**config.mk**
```make
export PLATFORM = sky130hd
export DESIGN_NAME = fp_addsub_pipe_ctl
export DESIGN_NICKNAME = d
export VERILOG_FILES = /design/src/rtl/fp_addsub_pipe_ctl.sv
export SDC_FILE = /design/constraint.sdc
export NUM_CORES = 1
export LEC_CHECK = 0
export ABC_AREA = 1
export ABC_CLOCK_PERIOD_IN_PS = 5400
export CELL_PAD_IN_SITES_DETAIL_PLACEMENT = 1
export CELL_PAD_IN_SITES_GLOBAL_PLACEMENT = 1
export CORE_AREA = 2 2 229 231
export DETAILED_ROUTE_END_ITERATION = 8
export DIE_AREA = 0 0 231 233
export PLACE_DENSITY = 0.83
export REMOVE_ABC_BUFFERS = 1
export SLEW_MARGIN = 10
export SYNTH_ARGS = -nofsm -noshare
export SYNTH_HDL_FRONTEND = slang
export SYNTH_SLANG_ARGS = --single-unit
export TNS_END_PERCENT = 50
```
**constraint.sdc**
```tcl
create_clock -name clk -period 5.4 [get_ports clk]
set_input_delay 0.81 -clock clk [delete_from_list [all_inputs] [get_ports clk]]
set_output_delay 0.81 -clock clk [all_outputs]
set_load 0.02 [all_outputs]
```
**src/rtl/fp_addsub_pipe_ctl.sv**
```systemverilog
// fp_addsub_pipe_ctl
//   Multi-cycle IEEE-754 binary add/subtract for any EXP_W/MAN_W format.
//   One operation in flight; fixed latency of six cycles from accept to
//   out_valid, special operands included.
// Ports
//   clk, reset_n         : clock, asynchronous active-low reset
//   in_valid/in_ready    : operand handshake (in_ready only in IDLE)
//   op_a, op_b, sub      : operands; sub=1 computes op_a - op_b
//   rnd_mode             : 00 RNE, 01 RTZ, 10 RDN, 11 RUP
//   out_valid/out_ready  : result handshake; result/flags hold while stalled
//   result, flags        : rounded result, {invalid, overflow, underflow, inexact}
module fp_addsub_pipe_ctl #(
   parameter int EXP_W = 8,
   parameter int MAN_W = 23
) (
   input  logic                   clk,
   input  logic                   reset_n,
   input  logic                   in_valid,
   output logic                   in_ready,
   input  logic [EXP_W+MAN_W:0]   op_a,
   input  logic [EXP_W+MAN_W:0]   op_b,
   input  logic                   sub,
   input  logic [1:0]             rnd_mode,
   output logic                   out_valid,
   input  logic                   out_ready,
   output logic [EXP_W+MAN_W:0]   result,
   output logic [3:0]             flags
);
   localparam int W  = 1 + EXP_W + MAN_W;
   localparam int F  = MAN_W + 4;          // {hidden, frac, G, R, S}
   localparam int EW = EXP_W + 1;          // room for carry and round-up
   localparam int SW = $clog2(F + 1);
   localparam logic [1:0] RNE = 2'b00, RDN = 2'b10, RUP = 2'b11;
   localparam logic [W-1:0] QNAN = {1'b0, {EXP_W{1'b1}}, 1'b1, {(MAN_W-1){1'b0}}};

   typedef enum logic [2:0] {IDLE, UNPACK, ALIGN, ADD, NORM, ROUND, OUT} state_t;
   state_t state_q, state_d;

   logic [W-1:0]   a_q, a_d, b_q, b_d;
   logic [1:0]     rm_q, rm_d;
   logic [EW-1:0]  ea_q, ea_d, eb_q, eb_d, exp_q, exp_d;
   logic [MAN_W:0] ma_q, ma_d, mb_q, mb_d;
   logic           spec_q, spec_d, sign_q, sign_d, eff_sub_q, eff_sub_d, zero_q, zero_d;
   logic [W-1:0]   spec_res_q, spec_res_d, pk_res_q, pk_res_d, result_q, result_d;
   logic [3:0]     spec_flg_q, spec_flg_d, pk_flg_q, pk_flg_d, flags_q, flags_d;
   logic [F-1:0]   fa_q, fa_d, fb_q, fb_d, nm_q, nm_d;
   logic [F:0]     sum_q, sum_d;
   logic           out_valid_q, out_valid_d;

   // ---------------- next-state ----------------
   always_comb begin
      state_d = state_q;
      case (state_q)
         IDLE:    if (in_valid) state_d = UNPACK;
         UNPACK:  state_d = ALIGN;
         ALIGN:   state_d = ADD;
         ADD:     state_d = NORM;
         NORM:    state_d = ROUND;
         ROUND:   state_d = OUT;
         OUT:     if (out_valid_q && out_ready) state_d = IDLE;
         default: state_d = IDLE;
      endcase
   end

   // ---------------- outputs ----------------
   always_comb begin
      in_ready  = (state_q == IDLE) && reset_n;
      out_valid = out_valid_q;
      result    = result_q;
      flags     = flags_q;
   end

   // ---------------- datapath ----------------
   logic [EXP_W-1:0] fea, feb;
   logic [MAN_W-1:0] fra, frb;
   logic             a_nan, b_nan, a_snan, b_snan, a_inf, b_inf, a_zero, b_zero;
   logic             a_ge, s_s;
   logic [EW-1:0]    e_l, e_s, e_diff, lim, exp_r;
   logic [MAN_W:0]   m_l, m_s, man_r;
   logic [SW-1:0]    dsh, lzc, sh;
   logic [2*F-1:0]   ext;
   logic             g, r, s, gx, inc, ovf, to_inf;
   logic [MAN_W+1:0] rnd;
   logic [W-1:0]     res_c;
   logic [3:0]       flg_c;

   always_comb begin
      // unpack / classify
      fea    = a_q[W-2:MAN_W];
      feb    = b_q[W-2:MAN_W];
      fra    = a_q[MAN_W-1:0];
      frb    = b_q[MAN_W-1:0];
      a_nan  = (&fea) && (|fra);
      b_nan  = (&feb) && (|frb);
      a_snan = a_nan && !fra[MAN_W-1];
      b_snan = b_nan && !frb[MAN_W-1];
      a_inf  = (&fea) && !(|fra);
      b_inf  = (&feb) && !(|frb);
      a_zero = !(|a_q[W-2:0]);
      b_zero = !(|b_q[W-2:0]);

      // align: larger magnitude becomes A, B shifted right with sticky
      a_ge   = {ea_q, ma_q} >= {eb_q, mb_q};
      e_l    = a_ge ? ea_q : eb_q;
      e_s    = a_ge ? eb_q : ea_q;
      m_l    = a_ge ? ma_q : mb_q;
      m_s    = a_ge ? mb_q : ma_q;
      s_s    = a_ge ? b_q[W-1] : a_q[W-1];
      e_diff = e_l - e_s;
      dsh    = (32'(e_diff) >= 32'(F)) ? SW'(F) : SW'(e_diff);
      ext    = {m_s, 3'b000, {F{1'b0}}} >> dsh;

      // normalize: leading-zero count, shift limited so exponent stays >= 1
      lzc = SW'(F);
      for (int i = 0; i < F; i++)
         if (sum_q[i]) lzc = SW'(F - 1 - i);
      lim = exp_q - EW'(1);
      sh  = (32'(lzc) <= 32'(lim)) ? lzc : SW'(lim);

      // round
      g  = nm_q[2];
      r  = nm_q[1];
      s  = nm_q[0];
      gx = g | r | s;
      case (rm_q)
         RNE:     inc = g & (r | s | nm_q[3]);
         RDN:     inc = sign_q & gx;
         RUP:     inc = !sign_q & gx;
         default: inc = 1'b0;
      endcase
      rnd = {1'b0, nm_q[F-1:3]} + (MAN_W+2)'(inc);
      if (rnd[MAN_W+1]) begin
         man_r = rnd[MAN_W+1:1];
         exp_r = exp_q + EW'(1);
      end else begin
         man_r = rnd[MAN_W:0];
         exp_r = exp_q;
      end
      ovf    = exp_r >= {1'b0, {EXP_W{1'b1}}};
      to_inf = (rm_q == RNE) || (rm_q == RUP && !sign_q) || (rm_q == RDN && sign_q);
      if (zero_q) begin
         res_c = {rm_q == RDN, {(W-1){1'b0}}};
         flg_c = 4'b0000;
      end else if (ovf) begin
         res_c = to_inf ? {sign_q, {EXP_W{1'b1}}, {MAN_W{1'b0}}}
                        : {sign_q, {(EXP_W-1){1'b1}}, 1'b0, {MAN_W{1'b1}}};
         flg_c = 4'b0101;
      end else begin
         // hidden bit clear after rounding means a subnormal: exponent field 0
         res_c = {sign_q, man_r[MAN_W] ? exp_r[EXP_W-1:0] : {EXP_W{1'b0}}, man_r[MAN_W-1:0]};
         flg_c = {2'b00, !man_r[MAN_W] && gx, gx};
      end
   end

   always_comb begin
      a_d = a_q;  b_d = b_q;  rm_d = rm_q;
      ea_d = ea_q;  eb_d = eb_q;  ma_d = ma_q;  mb_d = mb_q;
      spec_d = spec_q;  spec_res_d = spec_res_q;  spec_flg_d = spec_flg_q;
      sign_d = sign_q;  eff_sub_d = eff_sub_q;  exp_d = exp_q;
      fa_d = fa_q;  fb_d = fb_q;  sum_d = sum_q;  nm_d = nm_q;  zero_d = zero_q;
      pk_res_d = pk_res_q;  pk_flg_d = pk_flg_q;
      result_d = result_q;  flags_d = flags_q;  out_valid_d = out_valid_q;
      case (state_q)
         IDLE: if (in_valid) begin
            a_d  = op_a;
            b_d  = {op_b[W-1] ^ sub, op_b[W-2:0]};
            rm_d = rnd_mode;
         end
         UNPACK: begin
            ea_d = (|fea) ? {1'b0, fea} : EW'(1);
            eb_d = (|feb) ? {1'b0, feb} : EW'(1);
            ma_d = {|fea, fra};
            mb_d = {|feb, frb};
            spec_d     = 1'b1;
            spec_flg_d = 4'b0000;
            if (a_nan || b_nan) begin
               spec_res_d = QNAN;
               spec_flg_d = {a_snan | b_snan, 3'b000};
            end else if (a_inf && b_inf && (a_q[W-1] != b_q[W-1])) begin
               spec_res_d = QNAN;
               spec_flg_d = 4'b1000;
            end else if (a_inf)  spec_res_d = a_q;
            else if (b_inf)      spec_res_d = b_q;
            else if (a_zero && b_zero)
               spec_res_d = {(a_q[W-1] == b_q[W-1]) ? a_q[W-1] : (rm_q == RDN), {(W-1){1'b0}}};
            else if (a_zero)     spec_res_d = b_q;
            else if (b_zero)     spec_res_d = a_q;
            else begin
               spec_d     = 1'b0;
               spec_res_d = '0;
            end
         end
         ALIGN: begin
            exp_d     = e_l;
            sign_d    = a_ge ? a_q[W-1] : b_q[W-1];
            eff_sub_d = (a_ge ? a_q[W-1] : b_q[W-1]) ^ s_s;
            fa_d      = {m_l, 3'b000};
            fb_d      = {ext[2*F-1:F+1], ext[F] | (|ext[F-1:0])};
         end
         ADD: sum_d = eff_sub_q ? ({1'b0, fa_q} - {1'b0, fb_q}) : ({1'b0, fa_q} + {1'b0, fb_q});
         NORM: begin
            zero_d = !(|sum_q);
            if (sum_q[F]) begin
               nm_d  = {sum_q[F:2], |sum_q[1:0]};
               exp_d = exp_q + EW'(1);
            end else begin
               nm_d  = sum_q[F-1:0] << sh;
               exp_d = exp_q - EW'(sh);
            end
         end
         ROUND: begin
            pk_res_d = spec_q ? spec_res_q : res_c;
            pk_flg_d = spec_q ? spec_flg_q : flg_c;
         end
         OUT: begin
            if (!out_valid_q) begin
               result_d    = pk_res_q;
               flags_d     = pk_flg_q;
               out_valid_d = 1'b1;
            end else if (out_ready) begin
               out_valid_d = 1'b0;
            end
         end
         default: ;
      endcase
   end

   always_ff @(posedge clk or negedge reset_n) begin
      if (!reset_n) begin
         state_q <= IDLE;  a_q <= '0;  b_q <= '0;  rm_q <= '0;
         ea_q <= '0;  eb_q <= '0;  ma_q <= '0;  mb_q <= '0;
         spec_q <= 1'b0;  spec_res_q <= '0;  spec_flg_q <= '0;
         sign_q <= 1'b0;  eff_sub_q <= 1'b0;  exp_q <= '0;
         fa_q <= '0;  fb_q <= '0;  sum_q <= '0;  nm_q <= '0;  zero_q <= 1'b0;
         pk_res_q <= '0;  pk_flg_q <= '0;
         result_q <= '0;  flags_q <= '0;  out_valid_q <= 1'b0;
      end else begin
         state_q <= state_d;  a_q <= a_d;  b_q <= b_d;  rm_q <= rm_d;
         ea_q <= ea_d;  eb_q <= eb_d;  ma_q <= ma_d;  mb_q <= mb_d;
         spec_q <= spec_d;  spec_res_q <= spec_res_d;  spec_flg_q <= spec_flg_d;
         sign_q <= sign_d;  eff_sub_q <= eff_sub_d;  exp_q <= exp_d;
         fa_q <= fa_d;  fb_q <= fb_d;  sum_q <= sum_d;  nm_q <= nm_d;  zero_q <= zero_d;
         pk_res_q <= pk_res_d;  pk_flg_q <= pk_flg_d;
         result_q <= result_d;  flags_q <= flags_d;  out_valid_q <= out_valid_d;
      end
   end
endmodule

```
==> flow_summary.yaml <==
critical_path:
  cp.arrival_ns: 5.38
  cp_slowest_cell: "dfrtp_1"
  endpoint_kind: "flip-flop"
  critPathMaxStageDelay_ns: 0.40
  crit_type: "flip-flop to flip-flop"
  path_max_fanout: 4
  crit_path_frequent_cell: "nand2_1"
  required_ns: 5.89
  start_kind: "flip-flop"
grt:
  antenna_found_initial: 3
  grt_pass1_wl_um: 138000
  grt-ovfl-total: 0
  grt_pass1_vias: 24000
  grt_max_degree: 149
  grtUsageTotal_pct: 33.0
routing:
  ant_nets: 0
  first_iter_violations: 1817
  drc: 0
  wl_per_cell_um: 22.6
  wl_um: 88500
  vias: 22900
  via_per_inst: 5.85
  firstDrtPassIters: 6
sta:
  finalCritPeriodShare_pct: 90.6
  maxSlewViolCount: 0
  worstMarginPinSlew_ns: 1.13
  setup_slack_ns: 0.508
  fmax_mhz: 204
  setup_viol: 0
  hold_viol_final: 0
  relSlewSlack_pct: 24.8
  min_period_ns: 4.89
  clock_skew_ns: 0.0207
final_layout:
  utilization_pct: 51.0
  layout.nets: 3378
  area_growth_pct: 14.0
  drive_gt1_share_pct: 5.27
  antenna_cells: 0
floorplanning:
  die_y_um: 233
  die_w_um: 231
  initial_core_util_pct: 44.8
  core_um2: 51100
  die-area_um2: 53800
  io_pins: 109
  rows: 83
synth:
  synth-edff-count: 0
  async_reset_ff_share_pct: 100
  ys_warn_count: 0
  synthFlopType: "dfrtp_1"
  netlist_area_um2: 22900
  ys_seq_area_share_pct: 39.2
  synth-seq-cells: 358
  ys_types: 59
  synthCells: 3164
  avgSynthCellArea_um2: 7.23
placed_design:
  pre_cts_slack_ns: 0.107
  gp_congestion: 0.960
  hpwl_um: 66100
  port_buffers: 108
job:
  cap_violations: 0
min_path:
  min_path_type: "input pin to async pin"
clock_network:
  clock_latency_ns: 0.59
  ctsHoldBuffers: 0
  cts.sinks: 358
  cts-root-buf: "clkbuf_16"
  cts_made_buffers: 42
  cts-htree-levels: 2
  ctsLongestPathBuffers: 3
  cts_tree: "done"
  clkTransAtPathRegs_ns: 0.07
outcome:
  status: "complete, no violations"
through the flow:
step	hold WS (ns)	cells	setup TNS (ns)	instance area, um2
after CTS	0.194	3917	0	26000
after floorplan	0.453	3004	-31.96	22200
after global routing	0.216	3922	-0.0137	26100
after global placement	0.467	3839	0	24500
after detailed placement	0.473	3839	0	24500
final	0.151	3922	0	26100
registers in the layout (all words and copies together) (netlist names), 2 cells and up:
register / flops
a_q: 32
b_q: 32
ea_q: 8
eb_q: 8
exp_q: 9
fa_q: 24
fb_q: 27
flags: 4
ma_q: 24
mb_q: 24
nm_q: 27
pk_flg_q: 4
pk_res_q: 32
result: 32
rm_q: 2
spec_res_q: 32
state_q: 3
sum_q: 28
per-layer routing:
metal,global-route usage [%],vias to the layer above,share of wire [%]
met3,5.13,202,5.8
met4,14.8,6,4.6
li1,-,10700,-
met2,57.3,653,49
met1,40.4,11400,40
met5,0,-,0.045
kinds of logic (layout without fill, tap and decap cells):
kind of cell               Yosys count  after routing  synth area share (%)
and+or+nand+nor                   1435           1436                  26.8
AOI/OAI and AO/OA                  699            699                  17.4
buffers and inverters              514            591                  8.73
DFF                                358            358                  39.2
adders and majority gates           99             99                  5.48
xor gates and xnor gates            53             53                  2.06
muxes                                6              6                 0.290
what timing repair did:
action | in CTS | in global routing
setup endpoints to repair | 0 | 31
buffers inserted | 0 | 4
hold endpoints to repair | 0 | 0
gates resized for setup | 0 | 19
cells in the mapped netlist, drive strengths merged, types with 24 or more instances:
cell	count	area, um2
xor2	46	403
nand4	50	313
clkbuf	131	492
buf	29	174
ha	97	1210
dfrtp	358	8960
nor3	30	150
o211ai	24	180
a21oi	138	702
o21ai	378	1890
nand3	318	1630
o22ai	28	175
nand2	820	3100
a22oi	40	300
nor2	187	754
inv	346	1300
layout by cell type, fill, tap and decap left out, types with 10 or more instances in the layout:
cell	n
nand2_1	814
o21ai_0	369
dfrtp_1	357
inv_1	337
nand3_1	312
nor2_1	179
a21oi_1	137
clkdlybuf4s50_1	107
ha_1	97
nand4_1	50
buf_4	50
xor2_1	46
clkbuf_16	42
a22oi_1	40
nor3_1	28
o22ai_1	28
o211ai_1	24
a22o_1	22
nor4_1	21
o221ai_1	14
a31oi_1	14
clkinv_2	10
final timing paths:
path	startpoint	end	slack [ns]	cells past startpoint
worst max register to register	sum_q[1]	exp_q[7]	0.51	41
min in group clk	result[11]	result[11]	0.48	2
worst min register to register	result[11]	result[11]	0.48	2
worst max-delay path	sum_q[1]	exp_q[7]	0.51	41
max in group asynchronous	reset_n	pk_res_q[3]	3.70	2
worst min-delay path	reset_n	sum_q[13]	0.15	1
worst max-delay path: cells and delay by family, from the launching register on:
kind / cells / cell delay, ns
AND/OR/NAND/NOR: 27 / 1.80
AO/OA/AOI/OAI: 10 / 1.79
adder cells (fa/ha/maj): 2 / 0.53
flip-flops: 1 / 0.40
buffers and inverters: 2 / 0.26
area by class of cell:
| class | count | area (um2) |
|---|---|---|
| fill | 6527 | 25000 |
| multi-input combinational | 2293 | 12000 |
| sequential | 358 | 8960 |
| timing repair buffer | 159 | 1480 |
| inverter | 354 | 1340 |
| clock buffer | 58 | 1190 |
| tap | 680 | 851 |
| clock inverter | 20 | 260 |
Power is not shown: default switching activity piles up to over one toggle a cycle in this logic, so the estimate is an artifact.
